[src/rtl/opb_select_if.sv]
// Operand-B select stage bus: request side from decode, result side to the ALU.
interface opb_select_if #(
  parameter int XLEN    = 32,
  parameter int NUM_FWD = 2
);
  logic                     in_valid;
  logic                     in_ready;
  logic [2:0]               in_sel;
  logic [4:0]               in_rs2_addr;
  logic [XLEN-1:0]          in_rs2_data;
  logic [11:0]              in_imm_i;
  logic [11:0]              in_imm_s;
  logic [19:0]              in_imm_u;
  logic [XLEN-1:0]          in_pc;
  logic [NUM_FWD-1:0]       fwd_valid;
  logic [5*NUM_FWD-1:0]     fwd_addr;
  logic [XLEN*NUM_FWD-1:0]  fwd_data;
  logic                     flush;
  logic                     out_valid;
  logic                     out_ready;
  logic [XLEN-1:0]          out_opb;
  logic                     out_fwd;
  logic                     out_err;
  logic [15:0]              stat_fwd_cnt;

  modport slave (
    input  in_valid, in_sel, in_rs2_addr, in_rs2_data, in_imm_i, in_imm_s,
           in_imm_u, in_pc, fwd_valid, fwd_addr, fwd_data, flush, out_ready,
    output in_ready, out_valid, out_opb, out_fwd, out_err, stat_fwd_cnt
  );
  modport master (
    output in_valid, in_sel, in_rs2_addr, in_rs2_data, in_imm_i, in_imm_s,
           in_imm_u, in_pc, fwd_valid, fwd_addr, fwd_data, flush, out_ready,
    input  in_ready, out_valid, out_opb, out_fwd, out_err, stat_fwd_cnt
  );
endinterface

[src/rtl/opb_select_stage.sv]
// Registered ALU operand-B select with immediate extension, rs2 forwarding and
// a main register backed by a one-entry skid buffer.
module opb_select_stage #(
  parameter int XLEN    = 32,
  parameter int NUM_FWD = 2
) (
  input  logic          clk,
  input  logic          rst_n,
  opb_select_if.slave   bus
);
  typedef struct packed {
    logic [XLEN-1:0] opb;
    logic            fwd;
    logic            err;
  } ent_t;

  ent_t            new_ent, main_q, main_d, skid_q, skid_d;
  logic            main_vld_q, main_vld_d, skid_vld_q, skid_vld_d, rdy_q;
  logic [15:0]     cnt_q, cnt_d;
  logic [XLEN-1:0] fwd_opb;
  logic            fwd_hit, accept, drain;

  // Descending scan so the lowest matching source wins.
  always_comb begin
    fwd_hit = 1'b0;
    fwd_opb = bus.in_rs2_data;
    for (int k = NUM_FWD-1; k >= 0; k--) begin
      if (bus.fwd_valid[k] && bus.fwd_addr[5*k +: 5] == bus.in_rs2_addr) begin
        fwd_hit = 1'b1;
        fwd_opb = bus.fwd_data[XLEN*k +: XLEN];
      end
    end
  end

  always_comb begin
    new_ent = '0;
    case (bus.in_sel)
      3'd0: if (bus.in_rs2_addr != 5'd0) begin
              new_ent.opb = fwd_opb;
              new_ent.fwd = fwd_hit;
            end
      3'd1: new_ent.opb = {{(XLEN-11){bus.in_imm_i[11]}}, bus.in_imm_i[10:0]};
      3'd2: new_ent.opb = {{(XLEN-11){bus.in_imm_s[11]}}, bus.in_imm_s[10:0]};
      3'd3: new_ent.opb = bus.in_pc;
      3'd4: new_ent.opb = {{(XLEN-31){bus.in_imm_u[19]}}, bus.in_imm_u[18:0], 12'b0};
      3'd5: new_ent.opb = {{(XLEN-3){1'b0}}, 3'd4};
      default: new_ent.err = 1'b1;
    endcase
  end

  assign accept = bus.in_valid && rdy_q;
  assign drain  = main_vld_q && bus.out_ready;

  // in_ready is low whenever skid is full, so accept never coincides with a
  // skid-to-main move.
  always_comb begin
    main_d     = main_q;
    main_vld_d = main_vld_q;
    skid_d     = skid_q;
    skid_vld_d = skid_vld_q;
    cnt_d      = cnt_q;
    if (bus.flush) begin
      main_vld_d = 1'b0;
      skid_vld_d = 1'b0;
    end else begin
      if (drain) begin
        main_vld_d = skid_vld_q;
        skid_vld_d = 1'b0;
        if (skid_vld_q) main_d = skid_q;
      end
      if (accept) begin
        if (!main_vld_q || drain) begin
          main_vld_d = 1'b1;
          main_d     = new_ent;
        end else begin
          skid_vld_d = 1'b1;
          skid_d     = new_ent;
        end
        if (new_ent.fwd && cnt_q != 16'hFFFF) cnt_d = cnt_q + 16'd1;
      end
    end
  end

  always_ff @(posedge clk or negedge rst_n) begin
    if (!rst_n) begin
      main_q     <= '0;
      main_vld_q <= 1'b0;
      skid_q     <= '0;
      skid_vld_q <= 1'b0;
      rdy_q      <= 1'b1;
      cnt_q      <= '0;
    end else begin
      main_q     <= main_d;
      main_vld_q <= main_vld_d;
      skid_q     <= skid_d;
      skid_vld_q <= skid_vld_d;
      rdy_q      <= !skid_vld_d;
      cnt_q      <= cnt_d;
    end
  end

  assign bus.in_ready     = rdy_q;
  assign bus.out_valid    = main_vld_q;
  assign bus.out_opb      = main_q.opb;
  assign bus.out_fwd      = main_q.fwd;
  assign bus.out_err      = main_q.err;
  assign bus.stat_fwd_cnt = cnt_q;
endmodule

[src/flat_wrapper.sv]
// flat-port wrapper written by rule: the top's interface ports become plain ports
module opb_select_stage_flat 
#(
  parameter int XLEN    = 32,
  parameter int NUM_FWD = 2
)
  (clk, rst_n, bus_in_valid, bus_in_sel, bus_in_rs2_addr, bus_in_rs2_data, bus_in_imm_i, bus_in_imm_s, bus_in_imm_u, bus_in_pc, bus_fwd_valid, bus_fwd_addr, bus_fwd_data, bus_flush, bus_out_ready, bus_in_ready, bus_out_valid, bus_out_opb, bus_out_fwd, bus_out_err, bus_stat_fwd_cnt);
  opb_select_if #(.XLEN(XLEN), .NUM_FWD(NUM_FWD)) bus_i ();
  input  logic clk;
  input  logic rst_n;
  input wire logic [$bits(bus_i.in_valid)-1:0] bus_in_valid;
  input wire logic [$bits(bus_i.in_sel)-1:0] bus_in_sel;
  input wire logic [$bits(bus_i.in_rs2_addr)-1:0] bus_in_rs2_addr;
  input wire logic [$bits(bus_i.in_rs2_data)-1:0] bus_in_rs2_data;
  input wire logic [$bits(bus_i.in_imm_i)-1:0] bus_in_imm_i;
  input wire logic [$bits(bus_i.in_imm_s)-1:0] bus_in_imm_s;
  input wire logic [$bits(bus_i.in_imm_u)-1:0] bus_in_imm_u;
  input wire logic [$bits(bus_i.in_pc)-1:0] bus_in_pc;
  input wire logic [$bits(bus_i.fwd_valid)-1:0] bus_fwd_valid;
  input wire logic [$bits(bus_i.fwd_addr)-1:0] bus_fwd_addr;
  input wire logic [$bits(bus_i.fwd_data)-1:0] bus_fwd_data;
  input wire logic [$bits(bus_i.flush)-1:0] bus_flush;
  input wire logic [$bits(bus_i.out_ready)-1:0] bus_out_ready;
  output wire logic [$bits(bus_i.in_ready)-1:0] bus_in_ready;
  output wire logic [$bits(bus_i.out_valid)-1:0] bus_out_valid;
  output wire logic [$bits(bus_i.out_opb)-1:0] bus_out_opb;
  output wire logic [$bits(bus_i.out_fwd)-1:0] bus_out_fwd;
  output wire logic [$bits(bus_i.out_err)-1:0] bus_out_err;
  output wire logic [$bits(bus_i.stat_fwd_cnt)-1:0] bus_stat_fwd_cnt;
  assign bus_i.in_valid = bus_in_valid;
  assign bus_i.in_sel = bus_in_sel;
  assign bus_i.in_rs2_addr = bus_in_rs2_addr;
  assign bus_i.in_rs2_data = bus_in_rs2_data;
  assign bus_i.in_imm_i = bus_in_imm_i;
  assign bus_i.in_imm_s = bus_in_imm_s;
  assign bus_i.in_imm_u = bus_in_imm_u;
  assign bus_i.in_pc = bus_in_pc;
  assign bus_i.fwd_valid = bus_fwd_valid;
  assign bus_i.fwd_addr = bus_fwd_addr;
  assign bus_i.fwd_data = bus_fwd_data;
  assign bus_i.flush = bus_flush;
  assign bus_i.out_ready = bus_out_ready;
  assign bus_in_ready = bus_i.in_ready;
  assign bus_out_valid = bus_i.out_valid;
  assign bus_out_opb = bus_i.out_opb;
  assign bus_out_fwd = bus_i.out_fwd;
  assign bus_out_err = bus_i.out_err;
  assign bus_stat_fwd_cnt = bus_i.stat_fwd_cnt;
  opb_select_stage #(.XLEN(XLEN), .NUM_FWD(NUM_FWD)) u_core (.clk(clk), .rst_n(rst_n), .bus(bus_i));
endmodule
[config.mk]
export PLATFORM = sky130hd
export DESIGN_NAME = opb_select_stage_flat
export DESIGN_NICKNAME = d
export VERILOG_FILES = /design/src/rtl/opb_select_if.sv /design/src/rtl/opb_select_stage.sv /design/src/flat_wrapper.sv
export SDC_FILE = /design/constraint.sdc
export NUM_CORES = 1
export LEC_CHECK = 0
export ABC_AREA = 1
export CAP_MARGIN = 20
export CORE_MARGIN = 2
export CORE_UTILIZATION = 49
export CTS_BUF_LIST = sky130_fd_sc_hd__clkbuf_4
export DETAILED_ROUTE_END_ITERATION = 16
export PLACE_DENSITY = 0.95
export SYNTH_ARGS = -nofsm -noshare
export SYNTH_HDL_FRONTEND = slang
export SYNTH_SLANG_ARGS = --single-unit
[constraint.sdc]
create_clock -name clk -period 2.74 [get_ports clk]
set_clock_uncertainty 0.2 [all_clocks]
set_input_delay 0.548 -clock clk [delete_from_list [all_inputs] [get_ports clk]]
set_output_delay 0.548 -clock clk [all_outputs]
set_load 0.03 [all_outputs]
==> results.txt <==
- The run finished with clean final reports.
- Critical-path top delay cell: sky130_fd_sc_hd__clkdlybuf4s50_1
- By count the netlist is led by sky130_fd_sc_hd__nand2_1 (408), sky130_fd_sc_hd__nor2_1 (110), sky130_fd_sc_hd__nand3_1 (101), sky130_fd_sc_hd__dfrtp_1 (86), sky130_fd_sc_hd__inv_1 (68).
- In the post-synthesis netlist, the biggest area contributors are sky130_fd_sc_hd__dfrtp_1 (34%), sky130_fd_sc_hd__nand2_1 (24%), sky130_fd_sc_hd__nand3_1 (8.0%).
- Max-cap violations in this run came to 0.
- The tree built by TritonCTS fans out to 87 sinks.
* Util after Layout: 0.732
- The initial antenna violation count came to 1.
- H-tree Lvls: 3
- TritonCTS built the clock tree.
* Net count after synthesis: 1200
- On the worst path, the slowest cell contributes a delay of 0.67 ns.
- Largest area contributor in the synthesized netlist: sky130_fd_sc_hd__dfrtp_1
- The number of global-route vias before repair was 7588.
* Wire length of the first global-routing pass: between 30000 and 40000 um
- Together, buffers and inverters on the worst path number 1.
- The post-synthesis compound-gate area fraction was 0.0634.
* Critical path peak fanout: 2
- The tightest min-delay check is of the in2reg type.
- Count leader, synth: sky130_fd_sc_hd__nand2_1
* Area share of the largest cell type after synthesis: 0.339
- In this run, synthesis produced a sequential element count of 87.
* Number of flops mapped to enable cells by yosys: 0
* Mux share of post-synthesis cell area: 0.0567
- In this run, distinct cell masters in the synthesized netlist total 30.
* Per-cell routed wire length: about 16 um
* Dominant combinational cell family by area after synthesis: simple AND/OR/NAND/NOR gates
- For this run, design rule violations remaining after detail routing come to 0.
* Slew Limit Headroom: 0.691
- Setup repair after global routing left no endpoint under its margin.
* Net Sw Power: 1.41 mW
- TritonCTS created 9 clock buffers.
- Transition time of the tightest slew-check pin: 0.459 ns
- The critical path goes through clkdlybuf4s50_1.
- Port Buf Inserts: ~250
- For the worst-skew pair, the clock arrives at the later sink with an insertion delay of 0.44 ns.
* Xor and xnor fraction of the mapped netlist area: 0.0179
- After routing the design area is slightly above 9000 um^2.
- The cell family contributing the most delay on the critical path is buffers and inverters.
* Setup TNS: 0 ns
* Wire length reported by the detailed router: 22400 um
- The detailed router finished its first iteration with just over 600 violations.
- Of the total synthesized cell area, the portion taken by full adders, half adders and majority gates is 0.00197.
* Leakage power summed over all cells: 4.75 nW
* Post-synthesis instance total: 1002
* Number of failing setup endpoints in the final timing report: 0
- Die width: 118 um
* Number of cell rows: approximately 40
* Internal power: 2.44 mW
- Detailed routing inserted a total of 7611 vias.
- Effective utilization at floorplan: 0.504
* Number of warning messages in the yosys log: 0
- Summing every instance area after synthesis gives 6360 um^2.
- Number of antenna-violating nets in the routed design: 0
- The share of total power dissipated in sequential elements is 0.432.
* # nets final: 1432
- Clk buf depth: 2
* Die height: 118 um
- Leaving out filler cells and counting taps, the final layout contains 1412.
- Of the total power, the clock network draws 0.167.
* Power per unit of standard cell area: 417 nW/um^2
* Number of ports placed on the die boundary: roughly 250
- Drt first pass iters: 7
* Combinational share of power: 0.401
* Total track usage: 0.324
- Entering global routing, the biggest net connects 63 pins.
- The worst-case IR drop observed on VDD is 0.214 mV.
- Post-detailed-placement half-perimeter wirelength: 16400 um
- Floorplan core area: 12600 um^2
* Via-per-instance ratio: 5.39
* Placed insts: between 1k and 1.5k
- STA classifies the critical path startpoint as a flip-flop.
- After global routing the overflow that remains totals 0.
* Layout Area Growth over Synthesis: 45.3%
- STA puts the critical path data arrival time at 1.68 ns.
* Average cell area after synthesis: 6.34 um^2
- Total placed instance area: 9120 um^2
- After clock tree synthesis, the clock-pin slew on the worst setup and hold paths is ~0.14 ns.
- Most used flip-flop cell after synthesis: sky130_fd_sc_hd__dfrtp_1
- Final weighted congestion in routability-driven placement: 0.937
- The worst setup path is of the reg2out kind.
- Tcrit/Tclk final: 0.886
- Once the clock tree was built, the resizer swapped 0 gates to a different size.
- Basic-gate share of the synthesized area counting and, or, nand and nor cells: 0.436
- Data on the critical path is required at its endpoint by 1.99 ns.
- Highest attainable clock frequency: ~410 MHz
- CTS placed an instance of sky130_fd_sc_hd__clkbuf_4 at the clock tree root.
- The worst setup path is captured at an output port.
- Fin. max-slew vios: 0
* Die area: 13900 um^2
- Of the synthesized area, sequential elements account for 0.343.
* Switching Fraction: 0.366
- Final Hold Viols: 0
* Final critical-path required period: 2.43 ns
- Async set-reset flop share out of synthesis: 1.00
- In the final layout, the share of cells above drive strength 1 is 0.0759.
## layer usage
| metal | share of wire | up-vias | track usage |
|---|---|---|---|
| li1 | - | 3666 | - |
| met1 | 0.39 | 3467 | 0.392 |
| met2 | 0.49 | 400 | 0.554 |
| met3 | 0.083 | 78 | 0.0567 |
| met4 | 0.042 | 0 | 0.165 |
| met5 | 0 | - | 0 |
## worst paths after layout
| check | start | end | slack [ns] | cells after the start |
|---|---|---|---|---|
| worst max-delay path | u_core.bus.in_ready | bus_in_ready | 0.31 | 1 |
| worst min-delay path | bus_flush | u_core.bus.out_valid | 0.22 | 4 |
| worst max register to register | u_core.bus.stat_fwd_cnt[0] | u_core.bus.stat_fwd_cnt[10] | 0.76 | 7 |
| worst min register to register | u_core.skid_q[16] | u_core.skid_q[16] | 0.30 | 2 |
| max in group asynchronous | rst_n | u_core.bus.in_ready | 1.30 | 3 |
| min in group asynchronous | rst_n | u_core.bus.out_opb[18] | 0.35 | 2 |
## power groups by stage
stage / sequential [mW] / combinational [mW] / clock, mW
2_1_floorplan: 1.86 / 0.598 / 0
3_3_place_gp: 1.67 / 1.50 / 0
3_5_place_dp: 1.68 / 1.53 / 0
4_1_cts: 1.66 / 1.54 / 0.653
5_1_grt: 1.69 / 1.68 / 0.699
6_report: 1.66 / 1.55 / 0.641
## kinds of logic after synthesis
logic type                 Yosys count
buffers and inverters              130
muxes                               32
xor gates and xnor gates            13
adders and majority gates            1
AOI/OAI and AO/OA                   70
and+or+nand+nor                    669
DFF                                 87
## stage by stage
step	hold slack, ns	total power, mW	setup slack (ns)
2_1_floorplan	0.0524	2.45	0.795
3_3_place_gp	0.258	3.17	0.182
3_5_place_dp	0.261	3.22	0.113
4_1_cts	0.190	3.85	0.298
5_1_grt	0.226	4.07	0.249
6_report	0.216	3.85	0.313
## what timing repair did
| action | CTS | global route |
|---|---|---|
| hold endpoints to repair | 25 | 0 |
| hold buffers | 1 | 0 |
| buffers inserted | 0 | 0 |
| endpoints found under the setup margin | 0 | 0 |
## placed cells by master (no fill, tap or decap), drive strengths merged, types with 4 or more instances in the layout
cell,synthesis,layout
a21oi,8,8
a221oi,5,5
a22o,7,7
buf,26,32
clkbuf,32,11
clkdlybuf4s50,0,246
clkinv,0,4
dfrtp,86,86
inv,72,72
mux2,32,32
nand2,409,409
nand3,104,104
nand4,34,34
nor2,113,113
nor3,8,8
o21ai,47,47
xnor2,6,6
xor2,7,7
## state kept, by name, indices dropped and copies added, names as in the netlist
register and flops:
u_core.bus.out_err 1, u_core.bus.out_opb 32, u_core.skid_vld_q 1, u_core.bus.stat_fwd_cnt 16
u_core.skid_q 34, u_core.bus.out_valid 1, u_core.bus.out_fwd 1, u_core.bus.in_ready 1
## layout make-up
class	count	area [um^2]
multi-input combinational	785	3680
fill	1047	3380
timing repair buffer	279	2790
sequential	87	2180
inverter	72	270
tap	172	215
clock buffer	11	82.6
clock inverter	5	26.3
antenna	1	2.50
Note: power is estimated with default switching activity, not from simulation.
